===== config.mk =====
export PLATFORM = sky130hd
export DESIGN_NAME = clk_div_monitor_flat
export DESIGN_NICKNAME = d
export VERILOG_FILES = /design/src/rtl/clk_div_monitor_pkg.sv /design/src/rtl/clk_div_monitor_if.sv /design/src/rtl/clk_div_monitor_sync_edge_det.sv /design/src/rtl/clk_div_monitor.sv /design/src/flat_wrapper.sv
export SDC_FILE = /design/constraint.sdc
export NUM_CORES = 1
export LEC_CHECK = 0
export CAP_MARGIN = 10
export CORE_MARGIN = 2
export CORE_UTILIZATION = 54
export DETAILED_ROUTE_END_ITERATION = 12
export GPL_ROUTABILITY_DRIVEN = 0
export GPL_TIMING_DRIVEN = 0
export PLACE_DENSITY = 0.79
export SLEW_MARGIN = 20
export SYNTH_ARGS = -nofsm -noshare
export SYNTH_HDL_FRONTEND = slang
export SYNTH_HIERARCHICAL = 1
export SYNTH_SLANG_ARGS = --single-unit

===== constraint.sdc =====
create_clock -name clk -period 3.4 [get_ports clk]
set_input_delay 0.85 -clock clk [delete_from_list [all_inputs] [get_ports clk]]
set_output_delay 0.85 -clock clk [all_outputs]
set_load 0.03 [all_outputs]

===== src/rtl/clk_div_monitor_pkg.sv =====
// Shared definitions for the divided-clock monitor: FSM state encoding and
// the error counter width.
package clk_mon_pkg;

    typedef enum logic [1:0] {
        IDLE   = 2'd0,
        ACQ    = 2'd1,
        LOCKED = 2'd2,
        FAULT  = 2'd3
    } state_t;

    localparam int ERR_W = 8;

endpackage


===== src/rtl/clk_div_monitor_if.sv =====
// Signal bundle between a divided-clock source side (master) and the
// monitor (slave). clk and reset travel as plain ports, not in here.
interface clk_div_monitor_if
    import clk_mon_pkg::*;
#(
    parameter int WIDTH = 8
);
    logic             clk_in;
    logic             clr_err;
    logic             rise_pulse;
    logic             fall_pulse;
    logic [WIDTH-1:0] half_period;
    logic             locked;
    logic             stalled;
    logic [ERR_W-1:0] err_cnt;
    logic [1:0]       state;

    modport master (
        output clk_in, clr_err,
        input  rise_pulse, fall_pulse, half_period, locked, stalled, err_cnt, state
    );

    modport slave (
        input  clk_in, clr_err,
        output rise_pulse, fall_pulse, half_period, locked, stalled, err_cnt, state
    );
endinterface


===== src/rtl/clk_div_monitor_sync_edge_det.sv =====
// Three-flop synchronizer with rise/fall strobe decode. The strobes come
// from flops only, so they are glitch-free and usable as clock enables.
module sync_edge_det (
    input  logic i_clk,
    input  logic i_reset,
    input  logic i_d,
    output logic o_rise,
    output logic o_fall
);
    logic r_s1;
    logic r_s2;
    logic r_s3;

    // Shift the asynchronous input through two metastability flops and one history flop.
    always_ff @(posedge i_clk) begin
        if (i_reset) begin
            r_s1 <= 1'b0;
            r_s2 <= 1'b0;
            r_s3 <= 1'b0;
        end else begin
            r_s1 <= i_d;
            r_s2 <= r_s1;
            r_s3 <= r_s2;
        end
    end

    assign o_rise = r_s2 & ~r_s3;
    assign o_fall = ~r_s2 & r_s3;
endmodule


===== src/rtl/clk_div_monitor.sv =====
// Divided-clock monitor: synchronizes clk_in, measures every half-period,
// locks after LOCK_CNT consecutive in-tolerance half-periods and counts
// mismatches seen while locked. Stalls drop the monitor back to IDLE.
module clk_div_monitor
    import clk_mon_pkg::*;
#(
    parameter int WIDTH    = 8,
    parameter int N        = 6,
    parameter int TOL      = 0,
    parameter int LOCK_CNT = 4
) (
    input  logic              clk,
    input  logic              reset,
    clk_div_monitor_if.slave  bus
);
    localparam logic [WIDTH-1:0] HP_MAX = '1;
    localparam int               GC_W   = $clog2(LOCK_CNT + 1);
    // One bit beyond WIDTH+1 keeps meas == 2**WIDTH positive in the compare.
    localparam int               SW     = WIDTH + 2;

    logic                  w_rise;
    logic                  w_fall;
    logic                  w_edge;
    logic [WIDTH-1:0]      r_hp_cnt;
    logic [WIDTH-1:0]      r_half_period;
    logic [WIDTH:0]        w_meas;
    logic signed [SW-1:0]  w_diff;
    logic signed [SW-1:0]  w_abs;
    logic                  w_good;
    logic                  w_sat;

    state_t                r_state;
    state_t                w_state_nxt;
    logic [GC_W-1:0]       r_good_cnt;
    logic [GC_W-1:0]       w_gc_nxt;
    logic [GC_W-1:0]       w_gc_inc;
    logic [ERR_W-1:0]      r_err_cnt;
    logic [ERR_W-1:0]      w_err_nxt;
    logic                  w_err_inc;
    logic                  r_stalled;
    logic                  w_stalled_nxt;
    logic                  w_locked;

    sync_edge_det u_sync (
        .i_clk   (clk),
        .i_reset (reset),
        .i_d     (bus.clk_in),
        .o_rise  (w_rise),
        .o_fall  (w_fall)
    );

    assign w_edge   = w_rise | w_fall;
    assign w_sat    = (r_hp_cnt == HP_MAX);
    assign w_meas   = {1'b0, r_hp_cnt} + {{WIDTH{1'b0}}, 1'b1};
    assign w_diff   = $signed({1'b0, w_meas}) - $signed(SW'(N));
    assign w_abs    = (w_diff < 0) ? -w_diff : w_diff;
    assign w_good   = (w_abs <= $signed(SW'(TOL)));
    assign w_gc_inc = r_good_cnt + 1'b1;

    // Count clk cycles since the last edge, holding at the top value.
    always_ff @(posedge clk) begin
        if (reset) begin
            r_hp_cnt <= '0;
        end else if (w_edge) begin
            r_hp_cnt <= '0;
        end else if (!w_sat) begin
            r_hp_cnt <= r_hp_cnt + 1'b1;
        end
    end

    // Capture the just-finished half-period on every edge.
    always_ff @(posedge clk) begin
        if (reset) begin
            r_half_period <= '0;
        end else if (w_edge) begin
            r_half_period <= w_meas[WIDTH-1:0];
        end
    end

    // State register plus the counters that move with the FSM.
    always_ff @(posedge clk) begin
        if (reset) begin
            r_state    <= IDLE;
            r_good_cnt <= '0;
            r_err_cnt  <= '0;
            r_stalled  <= 1'b0;
        end else begin
            r_state    <= w_state_nxt;
            r_good_cnt <= w_gc_nxt;
            r_err_cnt  <= w_err_nxt;
            r_stalled  <= w_stalled_nxt;
        end
    end

    // Next-state logic: decisions on edge cycles, stall detection otherwise.
    always_comb begin
        w_state_nxt   = r_state;
        w_gc_nxt      = r_good_cnt;
        w_err_inc     = 1'b0;
        w_stalled_nxt = r_stalled;
        if (w_edge) begin
            w_stalled_nxt = 1'b0;
            case (r_state)
                IDLE: begin
                    // First edge only anchors the measurement; it is not judged.
                    w_state_nxt = ACQ;
                    w_gc_nxt    = '0;
                end
                ACQ: begin
                    if (w_good) begin
                        if (w_gc_inc == GC_W'(LOCK_CNT)) begin
                            w_state_nxt = LOCKED;
                            w_gc_nxt    = '0;
                        end else begin
                            w_gc_nxt    = w_gc_inc;
                        end
                    end else begin
                        w_gc_nxt = '0;
                    end
                end
                LOCKED: begin
                    if (!w_good) begin
                        w_state_nxt = FAULT;
                        w_err_inc   = 1'b1;
                    end
                end
                FAULT: begin
                    // The recovering edge already counts as one good half-period.
                    if (w_good) begin
                        if (LOCK_CNT == 1) begin
                            w_state_nxt = LOCKED;
                            w_gc_nxt    = '0;
                        end else begin
                            w_state_nxt = ACQ;
                            w_gc_nxt    = GC_W'(1);
                        end
                    end
                end
                default: begin
                    w_state_nxt = IDLE;
                end
            endcase
        end else if ((r_state != IDLE) && w_sat) begin
            w_state_nxt   = IDLE;
            w_stalled_nxt = 1'b1;
        end

        // A clear request overrides a same-cycle increment.
        if (bus.clr_err) begin
            w_err_nxt = '0;
        end else if (w_err_inc && (r_err_cnt != '1)) begin
            w_err_nxt = r_err_cnt + 1'b1;
        end else begin
            w_err_nxt = r_err_cnt;
        end
    end

    // Output decode from the registered state.
    always_comb begin
        w_locked = (r_state == LOCKED);
    end

    assign bus.rise_pulse  = w_rise;
    assign bus.fall_pulse  = w_fall;
    assign bus.half_period = r_half_period;
    assign bus.locked      = w_locked;
    assign bus.stalled     = r_stalled;
    assign bus.err_cnt     = r_err_cnt;
    assign bus.state       = r_state;
endmodule

===== src/flat_wrapper.sv =====
// flat-port wrapper written by rule: the top's interface ports become plain ports
module clk_div_monitor_flat import clk_mon_pkg::*;
#(
    parameter int WIDTH    = 8,
    parameter int N        = 6,
    parameter int TOL      = 0,
    parameter int LOCK_CNT = 4
)
  (clk, reset, bus_clk_in, bus_clr_err, bus_rise_pulse, bus_fall_pulse, bus_half_period, bus_locked, bus_stalled, bus_err_cnt, bus_state);
  clk_div_monitor_if #(.WIDTH(WIDTH)) bus_i ();
  input  logic clk;
  input  logic reset;
  input wire logic [$bits(bus_i.clk_in)-1:0] bus_clk_in;
  input wire logic [$bits(bus_i.clr_err)-1:0] bus_clr_err;
  output wire logic [$bits(bus_i.rise_pulse)-1:0] bus_rise_pulse;
  output wire logic [$bits(bus_i.fall_pulse)-1:0] bus_fall_pulse;
  output wire logic [$bits(bus_i.half_period)-1:0] bus_half_period;
  output wire logic [$bits(bus_i.locked)-1:0] bus_locked;
  output wire logic [$bits(bus_i.stalled)-1:0] bus_stalled;
  output wire logic [$bits(bus_i.err_cnt)-1:0] bus_err_cnt;
  output wire logic [$bits(bus_i.state)-1:0] bus_state;
  assign bus_i.clk_in = bus_clk_in;
  assign bus_i.clr_err = bus_clr_err;
  assign bus_rise_pulse = bus_i.rise_pulse;
  assign bus_fall_pulse = bus_i.fall_pulse;
  assign bus_half_period = bus_i.half_period;
  assign bus_locked = bus_i.locked;
  assign bus_stalled = bus_i.stalled;
  assign bus_err_cnt = bus_i.err_cnt;
  assign bus_state = bus_i.state;
  clk_div_monitor #(.WIDTH(WIDTH), .N(N), .TOL(TOL), .LOCK_CNT(LOCK_CNT)) u_core (.clk(clk), .reset(reset), .bus(bus_i));
endmodule

# Word level (Yosys, flattened, before mapping)
# Index checks and enable logic that the tools add are counted.
[word_totals]
reg_bits = 33
latchBits = 0
mem_bits_rw = 0
rom_bits = 0
inputBits = 4
out_inout_bits = 22
word_cells = 58
memories = 0
[classes]
n_addsub = 6
multipliers = 0
div_mod_pow = 0
order_cmp = 2
n_eq_ne = 11
n_shift = 0
muxes = 15
bitwise = 5
reduce_logical = 10
[op_table]
columns = ["op", "n"]
rows = [
  ["8-bit by 1-bit adder with 8-bit output (second input constant)", 2],
  ["2-bit 2-to-1 mux", 6],
  ["3-bit != test (second input constant)", 4],
  ["10-bit by 1-bit <= comparator with 1-bit output (second input constant)", 1],
  ["10-bit by 1-bit less-than comparator with 1-bit output (second input constant)", 1],
  ["10-bit 2-to-1 mux", 1],
  ["10-bit negator", 1],
  ["9-bit by 3-bit subtractor with 10-bit output (second input constant)", 1],
  ["8-bit by 1-bit adder with 9-bit output (second input constant)", 1],
  ["3-bit 2-to-1 mux", 3],
  ["3-bit one-hot mux with 3 select lines", 1],
  ["8-bit == test (second input constant)", 1],
  ["8-bit != test (second input constant)", 1],
  ["2-bit one-hot mux with 4 select lines", 1],
  ["5-bit AND reduction", 1],
  ["2-bit == test (second input constant)", 2],
  ["2-bit nonzero test", 2],
  ["2-bit OR reduction", 2],
  ["3-bit by 1-bit adder with 3-bit output (second input constant)", 1],
  ["3-bit == test (second input constant)", 1],
  ["1-bit 2-to-1 mux", 3],
  ["3-bit AND reduction", 1],
  ["3-bit nonzero test", 1],
  ["1-bit bitwise AND", 2],
  ["6 further kinds", 8],
]

# Logic depth before layout (Yosys ltp)
# Gate-level depths: netlist (run 1).
[depth]
ltp_word = 9
depth_mapped = 13
ltp_nobuf = 12

# By module
# The synthesis (run 1) kept the hierarchy.
[by_module_without_submodules]
columns = ["mod", "n_inst", "cells_each", "area_per_inst_um2", "seq_area_each_um2"]
rows = [
  ["clk_div_monitor", 1, 214, 1844.3, 600.6],
  ["sync_edge_det", 1, 8, 91.3, 60.1],
]

# Worst setup path before layout (run 1)
# No wires, ideal clock.
[synth_timing]
path_type = "register to register"
start = "register u_core.r_hp_cnt[0]"
end = "register u_core.r_err_cnt[6], in the netlist u_core/bus.err_cnt[6]"
setup_time_ns = 0.116
arrival_ns = 2.530
t_required_ns = 3.284
path_slack_ns = 0.754
path_stages_with_launch = 12
n_path_buf = 0
synth_period_minus_slack_ns = 2.646
path_cell_list = "dfxtp_1 > ha_1 > xnor2_1 > inv_1 > ha_1 > inv_1 > and3_1 > nand4_4 > a221oi_4 > a211oi_4 > and2_1 > a31o_1"
[synth_between]
elab_chain_len = 9
word_cells_on_any_way = 10
classes_between = "add/sub (3); order compare (2); mux (4); reduce/logical (1)"
[synth_rtl]
columns = ["element", "line_no", "text"]
rows = [
  ["from (decl)", "clk_div_monitor.sv:24", "logic [WIDTH-1:0] r_hp_cnt;"],
  ["from (signal assigned)", "clk_div_monitor.sv:67", "r_hp_cnt <= r_hp_cnt + 1'b1;"],
  ["8-bit by 1-bit adder with 9-bit output *", "clk_div_monitor.sv:54", "assign w_meas = {1'b0, r_hp_cnt} + {{WIDTH{1'b0}}, 1'b1};"],
  ["net u_core.w_meas[2]", "clk_div_monitor.sv:26", "logic [WIDTH:0] w_meas;"],
  ["9-bit by 3-bit subtractor with 10-bit output *", "clk_div_monitor.sv:55", "assign w_diff = $signed({1'b0, w_meas}) - $signed(SW'(N));"],
  ["10-bit negator / 10-bit by 1-bit less-than comparator with 1-bit output (equally long branches)", "clk_div_monitor.sv:56", "assign w_abs = (w_diff < 0) ? -w_diff : w_diff;"],
  ["10-bit 2-to-1 mux *", "clk_div_monitor.sv:56", ""],
  ["10-bit by 1-bit <= comparator with 1-bit output *", "clk_div_monitor.sv:57", "assign w_good = (w_abs <= $signed(SW'(TOL)));"],
  ["1-bit 2-to-1 mux *", "clk_div_monitor.sv:122", "if (!w_good) begin"],
  ["1-bit 2-to-1 mux *", "clk_div_monitor.sv:103", "case (r_state)"],
  ["1-bit 2-to-1 mux *", "clk_div_monitor.sv:101", "if (w_edge) begin"],
  ["1-bit logical AND *", "clk_div_monitor.sv:151", "end else if (w_err_inc && (r_err_cnt != '1)) begin"],
  ["to (signal assigned)", "clk_div_monitor.sv:90", "r_err_cnt <= w_err_nxt;"],
  ["to (decl)", "clk_div_monitor.sv:37", "logic [ERR_W-1:0] r_err_cnt;"],
]
# The timed path passes the listed nets; every way through them passes the cells marked *.
# A chain may end at the register's enable or synchronous reset.

# Worst setup path in the final report (run 1)
[layout_timing]
start = "register u_core.r_hp_cnt[0]"
end = "register u_core.r_err_cnt[4], in the netlist u_core/bus.err_cnt[4]"
[layout_between]
elab_chain_len = 9
word_cells_on_any_way = 10
classes_between = "add/sub (3); order compare (2); mux (4); reduce/logical (1)"
[layout_rtl]
columns = ["element", "line_no"]
rows = [
  ["8-bit by 1-bit adder with 9-bit output *", "clk_div_monitor.sv:54"],
  ["9-bit by 3-bit subtractor with 10-bit output *", "clk_div_monitor.sv:55"],
  ["10-bit negator / 10-bit by 1-bit less-than comparator with 1-bit output (equally long branches)", "clk_div_monitor.sv:56"],
  ["10-bit 2-to-1 mux *", "clk_div_monitor.sv:56"],
  ["10-bit by 1-bit <= comparator with 1-bit output *", "clk_div_monitor.sv:57"],
  ["1-bit 2-to-1 mux *", "clk_div_monitor.sv:122"],
  ["1-bit 2-to-1 mux *", "clk_div_monitor.sv:103"],
  ["1-bit 2-to-1 mux *", "clk_div_monitor.sv:101"],
  ["1-bit logical AND *", "clk_div_monitor.sv:151"],
]
# Every way passes the cells marked *; elsewhere a longest branch is shown, timed or not.

==> metrics.txt, run 1 <==
slew margin rel. 0.652; worst hold endpoint u_core/u_sync/r_s2; Max Fclk between 300 and 400 MHz; I/O pin count 26; arrival time worst endpoint between 3000 and 4000 ps; Switching Fraction 0.279; static leakage roughly 0.00085 uW; met2 wire length 1820 um; initial core utilization 0.571; RSZ-0062 raised after global routing no; depth of the most critical reg-to-reg path 9; number of placement rows 21; class of the tightest hold or removal check flop to flop; final count of hold timing violations 0; proportion of power drawn by combinational gates 0.166; worst reg-to-reg setup slack ~350 ps; die extent in y 63.9 um; clock transition at the registers of the reported paths roughly 100 ps; first-pass GRT wire length roughly 7000 um; type of the worst setup path flop to flop; Worst VDD drop ~250 uV; Final Setup Violations 0; synthesized area per cell approximately 8.7 um^2; Remaining DRCs 0; number of iterations in the first detailed-routing pass 4; Synth area leaders sky130_fd_sc_hd__dfxtp_1 (34%), sky130_fd_sc_hd__ha_1 (7.8%), sky130_fd_sc_hd__nor2_1 (5.8%); Synth top area share 0.341; routed length on met3 roughly 280 um; Vias per Instance about 5.8; Die ar. 4080 um^2; global-route usage over all layers 0.218; Crit Reg-Reg Startpoint u_core/r_hp_cnt[0]; Max Root-Sink Buffers 2; Required @ worst endpoint about 3600 ps; total wire length just over 4000 um; final std cell area, no fill roughly 2300 um^2; number of antenna violations at the first check in global routing 0; synthesis warning total 6; CTS tree done; worst slack at placement 337 ps; Pint 570 uW; worst hold start u_core/u_sync/r_s1; number of sinks handled by clock tree synthesis 33; Worst setup SP type flop; Max H-tree Level 2; post-route worst setup slack between 300 and 400 ps; Util after Layout 0.685; signed area change from the synthesized netlist to the final layout 19.9%; ys flop type sky130_fd_sc_hd__dfxtp_1; number of enable-type register cells in the synthesized netlist 0; P per Cell Area ~340 nW/um^2; FILL cells between 200 and 300; final number of max-transition violations 0; detailed-route wire length on metal 1 about 1900 um; count of input and output buffers 25; final critical-path required period around 3100 ps; portion of total power attributed to sequential cells 0.517; violation count after the first detailed-route iteration 71; proportion of layout cells with a drive suffix above 1 0.0941; Synth Register Bits 33; outcome finished clean; number of max-capacitance violations reported 0; Routed wire per std cell approximately 14 um; netlist area before placement between 1500 and 2000 um^2; pin count of the biggest net entering global routing 11; Synth area leader sky130_fd_sc_hd__dfxtp_1; area of the core 3390 um^2; clk_lat worst skew approximately 340 ps; Worst setup EP type flop; count of mapped cells out of synthesis approximately 220; actual transition at the worst max-transition pin 509 ps; hold_buf cts 0; Top Layer Used met4; number of cells on the worst hold path 1; master cell of the clock root buffer sky130_fd_sc_hd__clkbuf_4; remaining global-route overflow 0; portion of the post-synthesis area used by sequential elements 0.341; net count after synthesis approximately 240; number of distinct library cells after synthesis 48; number of buffers created by CTS 5; async set or reset register ratio after synthesis 0; via count of the routed design about 1700; share of the clock period used by the worst path 0.898; Post CTS Setup Buffer Count 0; overall die width around 64 um; fraction of power consumed by the clock network 0.317; setup TNS after final layout 0 ps; Sw Pwr between 200 and 250 uW; placed cell area ~2200 um^2; setup skew after layout roughly 13 ps; antenna diode instance count 0; worst flop-to-flop path endpoint u_core/bus.err_cnt[4]; DP HPWL 3030 um; layout net count 270; most repeated cell in the gate-level netlist after synthesis sky130_fd_sc_hd__dfxtp_1; synth cell count leaders sky130_fd_sc_hd__dfxtp_1 (33), sky130_fd_sc_hd__nor2_1 (30), sky130_fd_sc_hd__a21oi_1 (14), sky130_fd_sc_hd__nand2_1 (14), sky130_fd_sc_hd__ha_1 (12); antenna viol nets, final 0; worst hold slack across all endpoints 443 ps; largest fanout of any net on the critical path 9; via count of the first global-routing pass around 1600
-- cell type report --
class,instances,area [um^2],area share
multi-input cells,171,1210,0.522
flip-flops and latches,33,661,0.285
repair buffers,25,250,0.108
clock buffers,7,65.1,0.0280
well taps,46,57.6,0.0248
inverters,10,37.5,0.0162
plain buffers,8,32.5,0.0140
clock inverters,1,5.00,0.00216
-- logic make-up (layout without fill, tap and decap cells) --
family,count (synthesis),after routing,share of synthesized area
adders and majority gates,12,12,0.0776
muxes,1,1,0.00517
AOI/OAI and AO/OA,59,59,0.246
buffers and inverters,18,51,0.0362
DFF,33,33,0.341
and+or+nand+nor,91,91,0.258
xor gates and xnor gates,8,8,0.0362
-- per-layer routing --
layer  vias to the layer above  global-route usage
met5                         -                   0
met2                        54               0.344
met3                         8              0.0739
met4                         0              0.0679
li1                        865                   -
met1                       804               0.282
-- power groups by stage --
stage,Combinational (uW),Sequential [uW],Clock (uW)
detailed placement,130,418,0
finish,131,409,251
CTS,130,409,256
floorplan,74.7,431,0
global placement,126,417,0
global route,143,411,278
-- how the worst max path moves through the flow --
| stage | start | slack, ps | end |
|---|---|---|---|
| after global routing | u_core/r_hp_cnt[0] | 70 | u_core/bus.state[1] |
| after CTS | u_core/r_hp_cnt[0] | 320 | u_core/bus.state[1] |
| after global placement | u_core/r_hp_cnt[0] | 380 | u_core/bus.err_cnt[4] |
| final | u_core/r_hp_cnt[0] | 350 | u_core/bus.err_cnt[4] |
| after floorplan | u_core/r_hp_cnt[0] | 750 | u_core/bus.err_cnt[6] |
| after detailed placement | u_core/r_hp_cnt[0] | 340 | u_core/bus.state[1] |
-- per-stage QoR --
| stage | power (uW) | instances |
|---|---|---|
| 2_1_floorplan | 506 | 222 |
| 3_3_place_gp | 543 | 293 |
| 3_5_place_dp | 547 | 293 |
| 4_1_cts | 795 | 301 |
| 5_1_grt | 832 | 301 |
| 6_report | 791 | 301 |
-- state kept, by name, indices dropped and copies added, names as in the netlist --
signal                  flops
u_core/bus.err_cnt          8
u_core/bus.half_period      8
u_core/bus.stalled          1
u_core/bus.state            2
u_core/r_good_cnt           3
u_core/r_hp_cnt             8
u_core/u_sync/r_s1          1
u_core/u_sync/r_s2          1
u_core/u_sync/r_s3          1
-- cells in the final DEF, fill, tap and decap left out, types with 2 or more instances in the layout --
cell,instances
sky130_fd_sc_hd__a211oi_1,9
sky130_fd_sc_hd__and2_1,5
sky130_fd_sc_hd__a21oi_1,14
sky130_fd_sc_hd__or3_1,3
sky130_fd_sc_hd__nor2b_1,5
sky130_fd_sc_hd__a211o_1,2
sky130_fd_sc_hd__nand2_1,14
sky130_fd_sc_hd__clkdlybuf4s50_1,25
sky130_fd_sc_hd__clkbuf_8,2
sky130_fd_sc_hd__nand2b_1,3
sky130_fd_sc_hd__buf_2,2
sky130_fd_sc_hd__a31o_1,4
sky130_fd_sc_hd__dfxtp_1,33
sky130_fd_sc_hd__xnor2_1,5
sky130_fd_sc_hd__nand4_1,3
sky130_fd_sc_hd__and3_1,7
sky130_fd_sc_hd__nand3_1,7
sky130_fd_sc_hd__ha_1,12
sky130_fd_sc_hd__inv_1,10
sky130_fd_sc_hd__o211ai_1,5
sky130_fd_sc_hd__o221ai_1,2
sky130_fd_sc_hd__nor3_1,5
sky130_fd_sc_hd__xor2_1,2
sky130_fd_sc_hd__nor2_1,30
sky130_fd_sc_hd__a31oi_1,4
sky130_fd_sc_hd__o21ai_0,6
sky130_fd_sc_hd__or2_2,2
sky130_fd_sc_hd__clkbuf_1,5
sky130_fd_sc_hd__clkbuf_4,5
-- worst max-delay path: stages (launching register included) --
cell                       delay [ps]
sky130_fd_sc_hd__dfxtp_1          520
sky130_fd_sc_hd__ha_1             300
sky130_fd_sc_hd__nand2_1          130
sky130_fd_sc_hd__nor3_1           440
sky130_fd_sc_hd__nor2_1           230
sky130_fd_sc_hd__and3_1           230
sky130_fd_sc_hd__a221oi_4         480
sky130_fd_sc_hd__a211oi_4         190
sky130_fd_sc_hd__and2_1           240
sky130_fd_sc_hd__a31o_1           200
-- what timing repair did --
action,CTS,global route
hold endpoints to repair,0,0
gates resized for setup,0,1
setup endpoints to repair,0,1
Power figures use the tool's default switching activity.
==> run 2, diff against run 1 <==
Settings changed: MAX_ROUTING_LAYER set to met4.
==> metrics.txt, run 2 (synthesis gave the netlist of run 1 again) <==
setup TNS after final layout 0 ps (unchanged); fraction of power consumed by the clock network 0.318 (about the same); Switching Fraction 0.280 (+0.000580); GRT Max-Usage Layer met2; global-route met2 utilization 0.344 (unchanged); worst slack at placement 337 ps (unchanged); Remaining DRCs 0 (unchanged); overall die width 63.9 um (unchanged); antenna diode instance count 0 (unchanged); clock transition at the registers of the reported paths 100 ps (about the same); Vias per Instance 5.73 (-0.40%); total wire length 4050 um (-0.37%); commonest non-fill, non-tap cell in the layout sky130_fd_sc_hd__dfxtp_1; initial core utilization 0.571 (unchanged); Final Setup Violations 0 (unchanged); routing usage on met1 0.283 (+0.00111); worst hold slack across all endpoints 443 ps (unchanged); via count of the routed design 1724 (-0.40%); Max Fclk 326 MHz (-0.38%); die extent in y 63.9 um (unchanged); number of sinks handled by clock tree synthesis 33 (unchanged); Required @ worst endpoint 3670 ps (+30 ps); DP HPWL 3030 um (unchanged); type of the worst setup path flop to flop; final critical-path required period 3060 ps (+11.8 ps); pin count of the biggest net entering global routing 11 (unchanged); Max Root-Sink Buffers 2 (unchanged); Worst setup EP type flop; Post CTS Setup Buffer Count 0 (unchanged); layout net count 270 (unchanged); class of the tightest hold or removal check flop to flop; Pint 570 uW (about the same); final count of hold timing violations 0 (unchanged); first-pass GRT wire length 6980 um (+0.19%); clk_lat worst skew 340 ps (about the same); master cell of the clock root buffer sky130_fd_sc_hd__clkbuf_4; post-route worst setup slack 336 ps (-11.8 ps); violation count after the first detailed-route iteration 74 (+4.2%); number of buffers created by CTS 5 (unchanged); outcome finished clean; share of the clock period used by the worst path 0.901 (+0.00346); number of antenna violations at the first check in global routing 0 (unchanged); portion of total power attributed to sequential cells 0.516 (about the same); Sw Pwr 222 uW (+0.29%); area of the core 3390 um^2 (unchanged); met3 Resource Use GR 0.0739 (unchanged); count of input and output buffers 25 (unchanged); RSZ-0062 raised after global routing no; FILL cells 280 (unchanged); Max H-tree Level 2 (unchanged); number of max-capacitance violations reported 0 (unchanged); Die ar. 4080 um^2 (unchanged); CP max-delay cell sky130_fd_sc_hd__dfxtp_1; via count of the first global-routing pass 1550 (-0.19%); slew margin rel. 0.654 (+0.00198); static leakage 0.000853 uW (unchanged); most frequent cells in the layout sky130_fd_sc_hd__dfxtp_1 (33), sky130_fd_sc_hd__nor2_1 (30), sky130_fd_sc_hd__clkdlybuf4s50_1 (25); number of iterations in the first detailed-routing pass 4 (unchanged); setup skew after layout 13.0 ps (-0.329 ps); Worst VDD drop 255 uV (+0.18%); signed area change from the synthesized netlist to the final layout 19.9% (unchanged); I/O pin count 26 (unchanged); Worst Path Buf+Inv 0 (unchanged); arrival time worst endpoint 3330 ps (+40 ps); final number of max-transition violations 0 (unchanged); global-route usage over all layers 0.225 (+0.00642); actual transition at the worst max-transition pin 507 ps (-2.90 ps); cell chain of the critical path ha_1 -> nand2_1 -> nor3_1 -> nor2_1 -> and3_1 -> a221oi_4 -> a21oi_2 -> a211o_1 -> o221ai_1; antenna viol nets, final 0 (unchanged); area of the multi-input gates 1210 um^2 (unchanged); largest fanout of any net on the critical path 8 (-1); proportion of power drawn by combinational gates 0.166 (about the same); largest stage delay on the critical path 510 ps (about the same); Register Area 661 um^2 (unchanged); CTS tree done; proportion of layout cells with a drive suffix above 1 0.0941 (unchanged); cell family contributing the most delay on the critical path compound AO/OA/AOI/OAI gates; P per Cell Area 341 nW/um^2 (about the same); number of placement rows 21 (unchanged); Routed wire per std cell 13.5 um (-0.37%); Worst setup SP type flop; remaining global-route overflow 0 (unchanged)
## run 2: cell counts in the layout (fill, tap and decap cells not counted)
No cell type changed its count.
## run 2: power groups by stage
| stage | combinational (uW) | clock [uW] | sequential [uW] |
|---|---|---|---|
| 6_report | 131 | 252 | 409 |
| 5_1_grt | 143 | 278 | 411 |
| 4_1_cts | 130 | 256 | 409 |
| 3_5_place_dp | 130 | 0 | 418 |
| 3_3_place_gp | 126 | 0 | 417 |
| 2_1_floorplan | 74.7 | 0 | 431 |
## run 2: final cells by class
class	count	area share
plain buffers	8	0.0140
clock buffers	7	0.0280
clock inverters	1	0.00216
inverters	10	0.0162
multi-input cells	171	0.522
flip-flops and latches	33	0.285
well taps	46	0.0248
repair buffers	25	0.108
## run 2: per-stage QoR
stage	power, uW	cells	utilization	cell area, um^2
floorplan	506	222	-	1940
global placement	543	293	0.662	2240
detailed placement	547	293	0.662	2240
CTS	795	301	0.683	2310
global route	832	301	0.685	2320
finish	792	301	0.685	2320
## run 2: worst reg2reg max path, cell delays in order, from the launching register on
cell                       delay, ps
sky130_fd_sc_hd__dfxtp_1         510
sky130_fd_sc_hd__ha_1            300
sky130_fd_sc_hd__nand2_1         130
sky130_fd_sc_hd__nor3_1          440
sky130_fd_sc_hd__nor2_1          230
sky130_fd_sc_hd__and3_1          230
sky130_fd_sc_hd__a221oi_4        490
sky130_fd_sc_hd__a21oi_2         190
sky130_fd_sc_hd__a211o_1         300
sky130_fd_sc_hd__o221ai_1        180
## run 2: worst paths after layout
kind                                    startpoint             endpoint  slack, ps  cells after the start
worst max-delay path            u_core/r_hp_cnt[0]  u_core/bus.state[1]        340                      9
worst min-delay path            u_core/u_sync/r_s1   u_core/u_sync/r_s2        440                      1
worst min register to register  u_core/u_sync/r_s1   u_core/u_sync/r_s2        440                      1
worst max register to register  u_core/r_hp_cnt[0]  u_core/bus.state[1]        340                      9
## run 2: per-layer routing
metal | wire (um) | share of wire | vias to the layer above
li1 | - | - | 868
met5 | 0 | 0 | -
met2 | 1800 | 0.44 | 53
met3 | 257 | 0.063 | 10
met4 | 79 | 0.020 | 0
met1 | 1920 | 0.47 | 793
## run 2: repair_timing
item                                    in CTS  in global routing
resized for setup                            0                  1
hold buffers                                 0                  0
endpoints found under the setup margin       0                  1
